### src/rtl/div_result_stage_if.sv
// Handshake bundle between the divider, the result stage and the HI/LO writeback.
// The master drives divider results and writeback ready; the slave is the stage itself.
interface div_result_stage_if #(
   parameter int WIDTH = 32
);
   logic               in_valid;
   logic               in_ready;
   logic [2*WIDTH-1:0] z_in;
   logic               dividend_neg;
   logic               divisor_neg;
   logic               divisor_zero;
   logic               out_valid;
   logic               out_ready;
   logic [WIDTH-1:0]   hi_out;
   logic [WIDTH-1:0]   lo_out;
   logic               dz_flag;
   logic               dz_sticky;
   logic               sticky_clr;
   logic [15:0]        op_count;

   modport master (
      output in_valid, z_in, dividend_neg, divisor_neg, divisor_zero,
      output out_ready, sticky_clr,
      input  in_ready, out_valid, hi_out, lo_out, dz_flag, dz_sticky, op_count
   );

   modport slave (
      input  in_valid, z_in, dividend_neg, divisor_neg, divisor_zero,
      input  out_ready, sticky_clr,
      output in_ready, out_valid, hi_out, lo_out, dz_flag, dz_sticky, op_count
   );
endinterface

### src/rtl/div_result_stage.sv
// Two-entry registered stage after the unsigned divider: applies sign correction,
// forces the quotient on divide-by-zero, and hands signed HI/LO to writeback.
module div_result_stage #(
   parameter int WIDTH = 32
) (
   input  logic                clock,
   input  logic                clear,
   div_result_stage_if.slave   bus
);

   // Two's complement negation when neg is set; wraps silently mod 2^WIDTH.
   function automatic logic [WIDTH-1:0] cond_negate(
      input logic [WIDTH-1:0] value,
      input logic             neg
   );
      logic [WIDTH-1:0] result;
      if (neg) begin
         result = (~value) + {{(WIDTH-1){1'b0}}, 1'b1};
      end else begin
         result = value;
      end
      return result;
   endfunction

   // Stage 1 holding register (raw magnitudes plus operand flags)
   logic               s1_valid_r;
   logic [2*WIDTH-1:0] s1_z_r;
   logic               s1_dividend_neg_r;
   logic               s1_divisor_neg_r;
   logic               s1_divisor_zero_r;

   // Stage 2 output register
   logic               out_valid_r;
   logic [WIDTH-1:0]   hi_r;
   logic [WIDTH-1:0]   lo_r;
   logic               dz_flag_r;
   logic               dz_sticky_r;
   logic [15:0]        op_count_r;

   logic               in_ready_s;
   logic               s1_load_s;
   logic               s2_load_s;
   logic               s2_drain_s;
   logic [WIDTH-1:0]   hi_corr_s;
   logic [WIDTH-1:0]   lo_corr_s;

   // Handshake decode; in_ready must not depend on in_valid.
   always_comb begin
      in_ready_s = 1'b1;
      s2_drain_s = 1'b0;
      s2_load_s  = 1'b0;
      s1_load_s  = 1'b0;
      in_ready_s = (!s1_valid_r) || (!out_valid_r) || bus.out_ready;
      s2_drain_s = out_valid_r && bus.out_ready;
      s2_load_s  = s1_valid_r && ((!out_valid_r) || bus.out_ready);
      s1_load_s  = bus.in_valid && in_ready_s;
   end

   // Sign correction on the S1 -> S2 path; a zero divisor forces the quotient to all ones.
   always_comb begin
      hi_corr_s = {WIDTH{1'b0}};
      lo_corr_s = {WIDTH{1'b0}};
      hi_corr_s = cond_negate(s1_z_r[2*WIDTH-1:WIDTH], s1_dividend_neg_r);
      if (s1_divisor_zero_r) begin
         lo_corr_s = {WIDTH{1'b1}};
      end else begin
         lo_corr_s = cond_negate(s1_z_r[WIDTH-1:0],
                                 s1_dividend_neg_r ^ s1_divisor_neg_r);
      end
   end

   // Stage 1 capture; a load wins over a same-edge hand-off to S2.
   always_ff @(posedge clock or posedge clear) begin
      if (clear) begin
         s1_valid_r        <= 1'b0;
         s1_z_r            <= {(2*WIDTH){1'b0}};
         s1_dividend_neg_r <= 1'b0;
         s1_divisor_neg_r  <= 1'b0;
         s1_divisor_zero_r <= 1'b0;
      end else begin
         if (s1_load_s) begin
            s1_valid_r        <= 1'b1;
            s1_z_r            <= bus.z_in;
            s1_dividend_neg_r <= bus.dividend_neg;
            s1_divisor_neg_r  <= bus.divisor_neg;
            s1_divisor_zero_r <= bus.divisor_zero;
         end else if (s2_load_s) begin
            s1_valid_r <= 1'b0;
         end else begin
            s1_valid_r <= s1_valid_r;
         end
      end
   end

   // Stage 2 output register; holds while the consumer stalls.
   always_ff @(posedge clock or posedge clear) begin
      if (clear) begin
         out_valid_r <= 1'b0;
         hi_r        <= {WIDTH{1'b0}};
         lo_r        <= {WIDTH{1'b0}};
         dz_flag_r   <= 1'b0;
      end else begin
         if (s2_load_s) begin
            out_valid_r <= 1'b1;
            hi_r        <= hi_corr_s;
            lo_r        <= lo_corr_s;
            dz_flag_r   <= s1_divisor_zero_r;
         end else if (s2_drain_s) begin
            out_valid_r <= 1'b0;
         end else begin
            out_valid_r <= out_valid_r;
         end
      end
   end

   // Sticky divide-by-zero: a dz load on the same edge as sticky_clr keeps it set.
   always_ff @(posedge clock or posedge clear) begin
      if (clear) begin
         dz_sticky_r <= 1'b0;
      end else begin
         if (s2_load_s && s1_divisor_zero_r) begin
            dz_sticky_r <= 1'b1;
         end else if (bus.sticky_clr) begin
            dz_sticky_r <= 1'b0;
         end else begin
            dz_sticky_r <= dz_sticky_r;
         end
      end
   end

   // Delivered-result counter, free-running with wrap.
   always_ff @(posedge clock or posedge clear) begin
      if (clear) begin
         op_count_r <= 16'd0;
      end else begin
         if (s2_drain_s) begin
            op_count_r <= op_count_r + 16'd1;
         end else begin
            op_count_r <= op_count_r;
         end
      end
   end

   assign bus.in_ready  = in_ready_s;
   assign bus.out_valid = out_valid_r;
   assign bus.hi_out    = hi_r;
   assign bus.lo_out    = lo_r;
   assign bus.dz_flag   = dz_flag_r;
   assign bus.dz_sticky = dz_sticky_r;
   assign bus.op_count  = op_count_r;

endmodule

### src/flat_wrapper.sv
// flat-port wrapper written by rule: the top's interface ports become plain ports
module div_result_stage_flat 
#(
   parameter int WIDTH = 32
)
  (clock, clear, bus_in_valid, bus_z_in, bus_dividend_neg, bus_divisor_neg, bus_divisor_zero, bus_out_ready, bus_sticky_clr, bus_in_ready, bus_out_valid, bus_hi_out, bus_lo_out, bus_dz_flag, bus_dz_sticky, bus_op_count);
  div_result_stage_if #(.WIDTH(WIDTH)) bus_i ();
  input  logic clock;
  input  logic clear;
  input wire logic [$bits(bus_i.in_valid)-1:0] bus_in_valid;
  input wire logic [$bits(bus_i.z_in)-1:0] bus_z_in;
  input wire logic [$bits(bus_i.dividend_neg)-1:0] bus_dividend_neg;
  input wire logic [$bits(bus_i.divisor_neg)-1:0] bus_divisor_neg;
  input wire logic [$bits(bus_i.divisor_zero)-1:0] bus_divisor_zero;
  input wire logic [$bits(bus_i.out_ready)-1:0] bus_out_ready;
  input wire logic [$bits(bus_i.sticky_clr)-1:0] bus_sticky_clr;
  output wire logic [$bits(bus_i.in_ready)-1:0] bus_in_ready;
  output wire logic [$bits(bus_i.out_valid)-1:0] bus_out_valid;
  output wire logic [$bits(bus_i.hi_out)-1:0] bus_hi_out;
  output wire logic [$bits(bus_i.lo_out)-1:0] bus_lo_out;
  output wire logic [$bits(bus_i.dz_flag)-1:0] bus_dz_flag;
  output wire logic [$bits(bus_i.dz_sticky)-1:0] bus_dz_sticky;
  output wire logic [$bits(bus_i.op_count)-1:0] bus_op_count;
  assign bus_i.in_valid = bus_in_valid;
  assign bus_i.z_in = bus_z_in;
  assign bus_i.dividend_neg = bus_dividend_neg;
  assign bus_i.divisor_neg = bus_divisor_neg;
  assign bus_i.divisor_zero = bus_divisor_zero;
  assign bus_i.out_ready = bus_out_ready;
  assign bus_i.sticky_clr = bus_sticky_clr;
  assign bus_in_ready = bus_i.in_ready;
  assign bus_out_valid = bus_i.out_valid;
  assign bus_hi_out = bus_i.hi_out;
  assign bus_lo_out = bus_i.lo_out;
  assign bus_dz_flag = bus_i.dz_flag;
  assign bus_dz_sticky = bus_i.dz_sticky;
  assign bus_op_count = bus_i.op_count;
  div_result_stage #(.WIDTH(WIDTH)) u_core (.clock(clock), .clear(clear), .bus(bus_i));
endmodule
### config.mk
export PLATFORM = sky130hd
export DESIGN_NAME = div_result_stage_flat
export DESIGN_NICKNAME = d
export VERILOG_FILES = /design/src/rtl/div_result_stage_if.sv /design/src/rtl/div_result_stage.sv /design/src/flat_wrapper.sv
export SDC_FILE = /design/constraint.sdc
export NUM_CORES = 1
export LEC_CHECK = 0
export ABC_AREA = 1
export CELL_PAD_IN_SITES_DETAIL_PLACEMENT = 0
export CELL_PAD_IN_SITES_GLOBAL_PLACEMENT = 1
export CORE_MARGIN = 2
export CORE_UTILIZATION = 41
export DETAILED_ROUTE_END_ITERATION = 7
export PLACE_DENSITY_LB_ADDON = 0.15
export SYNTH_ARGS = -nofsm -noshare
export SYNTH_HDL_FRONTEND = slang
export SYNTH_SLANG_ARGS = --single-unit
### constraint.sdc
create_clock -name clock -period 8.75 [get_ports clock]
set_input_delay 1.75 -clock clock [delete_from_list [all_inputs] [get_ports clock]]
set_output_delay 1.75 -clock clock [all_outputs]
set_load 0.01 [all_outputs]
# Yosys cells after proc, flatten, opt, wreduce, memory -nomap -nowiden
# Index checks and enable logic that the tools add are counted.
[totals]
reg_bits = 151
output_inout_bits = 84
[op_classes]
add_sub_neg = 3
mux = 9
n_bitwise = 3
reduce_logical = 12
[op_table]
columns = ["op", "n"]
rows = [
  ["$mux 32", 3],
  ["$add 32x1->32 const B", 2],
  ["$not 32->32", 2],
  ["$add 16x1->16 const B", 1],
  ["$mux 1", 6],
  ["$reduce_bool 2->1", 3],
  ["$logic_and 1x1->1", 4],
  ["$logic_or 1x1->1", 3],
  ["$logic_not 1->1", 2],
  ["$xor 1x1->1", 1],
]

# Longest topological paths before layout
[depth]
ltp_word = 5
depth_mapped = 12

# Worst setup path before layout
# No wires, ideal clock.
[synth_path]
path_type = "input-to-output"
startpoint = "in bus_out_ready"
endpoint = "out bus_in_ready"
arrival_time_ps = 1934
required_ps = 7000
path_slack_ps = 5066
path_stages = 2
path_cell_list = "inv_1 -> nand3_1"
[synth_via]
elab_chain_len = 1
[synth_rtl]
columns = ["element", "line", "source"]
rows = [
  ["start: declaration", "flat_wrapper.sv:15", "input wire logic [$bits(bus_i.out_ready)-1:0] bus_out_ready;"],
  ["$logic_or 1x1->1", "div_result_stage.sv:53", "in_ready_s = (!s1_valid_r) || (!out_valid_r) || bus.out_ready;"],
  ["end: declaration", "flat_wrapper.sv:17", "output wire logic [$bits(bus_i.in_ready)-1:0] bus_in_ready;"],
]
# Every way passes these cells.

# Final worst setup path
# Same ends and word-level chain as after synthesis.

==> metrics.csv <==
stage,metric,value,unit
timing,Worst Skew,11.1,ps
placed_design,DP Area,9230,sq um
power,PD cells,257,nW/um^2
finish,antenna cell count,0,
synth,Yosys top cell by area,dfrtp_1,
floorplanning,die width,140,um
placed_design,port buffer count,155,
power,Tot Pwr,2.53,mW
timing,slew margin rel.,0.292,
setup_path,Crit. End Element,primary output,
timing,Final TNS setup,0,ps
timing,endpoints failing hold,0,
grt,number of global-route vias before repair,6337,
grt,first-pass GRT wire length,32800,um
run,max-cap violations,0,
synth,sequential-to-total area share from yosys stat,0.501,
grt,GRT overflow,0,
timing,Final Cycle Share,0.552,
detailed_routing,via count,6591,
clock_network,CTS Root Buffer Type,clkbuf_16,
detailed_routing,Routed Wire Length,19500,um
clock_network,CTS tree,done,
synth,syn_area_per_cell,7.96,sq um
clock_network,clk buf depth,2,
placed_design,Final HPWL DP,13700,um
timing,Min Hold Slack,478,ps
detailed_routing,Routed Antenna Nets,0,
setup_path,slowest stage cell on the critical path,clkdlybuf4s50_1,
setup_path,CP required,7000,ps
setup_path,Setup CP Type,primary input to primary output,
setup_path,critical path's most frequent cell,clkdlybuf4s50_1,
grt,GRT Overall Usage,0.209,
setup_path,WP data arrival,3080,ps
clock_network,# Post-CTS Setup Buffers,0,
setup_path,Critical Path Start Type,primary input,
synth,mapped cell area,7550,sq um
timing,unrepaired setup endpoints after global routing,false,
detailed_routing,via/cell ratio,4.94,
floorplanning,Core Region,18000,sq um
synth,Post-Syn Nets,1023,
finish,Area Overhead vs Synth,30.4,%
synth,"Distinct cells, synth",31,
synth,Synth async-reset ratio,1.00,
setup_path,Max stage delay on crit path,570,ps
floorplanning,Die Y-Extent,140,um
grt,largest net degree at the start of global routing,80,
detailed_routing,wire per inst,14.6,um
setup_path,cells along the critical path,clkdlybuf4s50_1 -> inv_1 -> nand3_1 -> clkdlybuf4s50_1,
timing,min Tclk post-route,4830,ps
floorplanning,Site Rows,49,
finish,area of the multi-input gates,3290,sq um
detailed_routing,residual DRC count,0,
synth,Mapped Cells,948,
status,status,"complete, no violations",
synth,Synth top area share,0.501,
setup_path,Crit Path Max Fanout,3,
synth,Post-synth EDFFs,0,
finish,design area,9840,sq um
placed_design,RePlAce Congestion,0.846,
finish,register area,3780,sq um
finish,Final nets,1168,
finish,fraction of layout cells with a size suffix above 1,0.0724,
timing,fmax,207,MHz
timing,final count of negative-setup-slack endpoints,0,
finish,Fill cells,1751,
clock_network,"Clk pin slew, worst setup/hold paths",60,ps
floorplanning,io pins,156,
timing,final-report max-slew violation count,0,
clock_network,CTS buffer count,17,
synth,Syn. warnings,0,
synth,Area contributors post-synth,"dfrtp_1 50%, nand2_1 11%, nor2_1 9.0%",
setup_path,CP Buf/Inv Count,3,
detailed_routing,DRT Pass-1 Iters,6,
power,Max VDD drop,0.189,mV
clock_network,"Gates resized, CTS repair",0,
floorplanning,die area,19500,sq um
synth,top_reg_cell synth,dfrtp_1,
clock_network,H-tree depth,4,
synth,"top cells by count, synth","222 x nand2_1, 181 x nor2_1, 151 x dfrtp_1",
synth,top-count cell post-synth,nand2_1,
timing,worst-margin pin slew,1060,ps
power,Leakage,4.42,nW
clock_network,clk sinks,151,
min_path,Min-Delay Path Class,register to register,
detailed_routing,DR iter-0 viols,381,
clock_network,worst skew pair latency,420,ps
floorplanning,initial core utilization,0.419,
synth,"flops & latches, synth",151,
clock_network,Post-CTS Hold Buffers,0,
setup_path,cell family with most CP delay,buffers and inverters,
grt,number of antenna violations at the first check in global routing,0,
## registers in the layout, summed over array words and instances (netlist names)
signal,flops
u_core.bus.hi_out,32
u_core.bus.dz_flag,1
u_core.s1_divisor_neg_r,1
u_core.bus.lo_out,32
u_core.bus.dz_sticky,1
u_core.bus.op_count,16
u_core.s1_z_r,64
u_core.s1_valid_r,1
u_core.bus.out_valid,1
u_core.s1_divisor_zero_r,1
u_core.s1_dividend_neg_r,1
## layout make-up
type                    instances  area share
multi-input cells             688       0.335
inverters                      76      0.0298
flip-flops and latches        151       0.384
well taps                     229      0.0291
repair buffers                159       0.161
clock inverters                 8      0.0122
clock buffers                  23      0.0496
## cells in the final DEF (no fill, tap or decap), types with 2 or more instances in the layout
| master | n |
|---|---|
| clkinv_2 | 3 |
| nor3_1 | 3 |
| xor2_1 | 24 |
| nand2_1 | 221 |
| ha_1 | 3 |
| nand3_1 | 73 |
| nor2_1 | 181 |
| clkbuf_8 | 4 |
| xnor2_1 | 5 |
| bufinv_16 | 3 |
| clkinvlp_4 | 2 |
| o211ai_1 | 2 |
| nand2_2 | 6 |
| nand2_4 | 2 |
| or2_2 | 3 |
| inv_1 | 72 |
| nand4_1 | 10 |
| inv_2 | 2 |
| clkdlybuf4s50_1 | 155 |
| clkbuf_1 | 2 |
| mux2_2 | 24 |
| a31oi_1 | 8 |
| o21ai_1 | 2 |
| nor2_2 | 6 |
| clkbuf_16 | 17 |
| dfrtp_1 | 151 |
| a21oi_1 | 59 |
| o21ai_0 | 51 |
| o22ai_1 | 2 |
| buf_4 | 4 |
## metal layers
metal | up-vias | GRT usage | share of wire | routed length, um
met1 | 3105 | 0.277 | 0.46 | 8940
met2 | 140 | 0.353 | 0.49 | 9500
met4 | 0 | 0.0505 | 0.012 | 227
li1 | 3331 | - | - | -
met3 | 15 | 0.0416 | 0.045 | 870
met5 | - | 0 | 0 | 0
## path summary, 6_finish.rpt
kind,depth (start not counted),to,start,slack (ps)
min in group asynchronous,2,u_core.s1_z_r[39],clear,1820
max in group asynchronous,3,u_core.bus.hi_out[16],clear,5510
min reg2reg,2,u_core.bus.hi_out[25],u_core.bus.hi_out[25],480
min,2,u_core.bus.hi_out[25],u_core.bus.hi_out[25],480
max reg2reg,9,u_core.bus.lo_out[19],u_core.s1_dividend_neg_r,6030
max,4,bus_in_ready,bus_out_ready,3920
## stage by stage
step                worst slack, ps  utilization  instances
finish                         3920        0.546       1334
detailed placement             3920        0.512       1303
floorplan                      2940            -        948
global route                   3840        0.546       1334
global placement               3900        0.512       1303
CTS                            3910        0.546       1334
## worst register-to-register path, stage by stage (launching register included)
cell     delay, ps
dfrtp_1       1050
inv_4          110
nand2_2        120
nand2_4         90
inv_2          480
nand2_1        390
nand3_1        150
nand2_1         60
nor2_1         120
nor2_1          50
## cell families after synthesis
kind of cell,synth area share
and+or+nand+nor,0.275
muxes,0.0358
xor gates and xnor gates,0.0337
DFF,0.501
adders and majority gates,0.00497
buffers and inverters,0.0638
AOI/OAI and AO/OA,0.0857
## where the power goes
| group | total, mW | leakage, nW | internal [mW] | switching (mW) |
|---|---|---|---|---|
| Combinational | 0.774 | 2.40 | 0.382 | 0.391 |
| Clock | 0.755 | 0.295 | 0.476 | 0.279 |
| Sequential | 1.00 | 1.73 | 0.867 | 0.137 |
No activity file was read; power rests on OpenSTA's default activity.
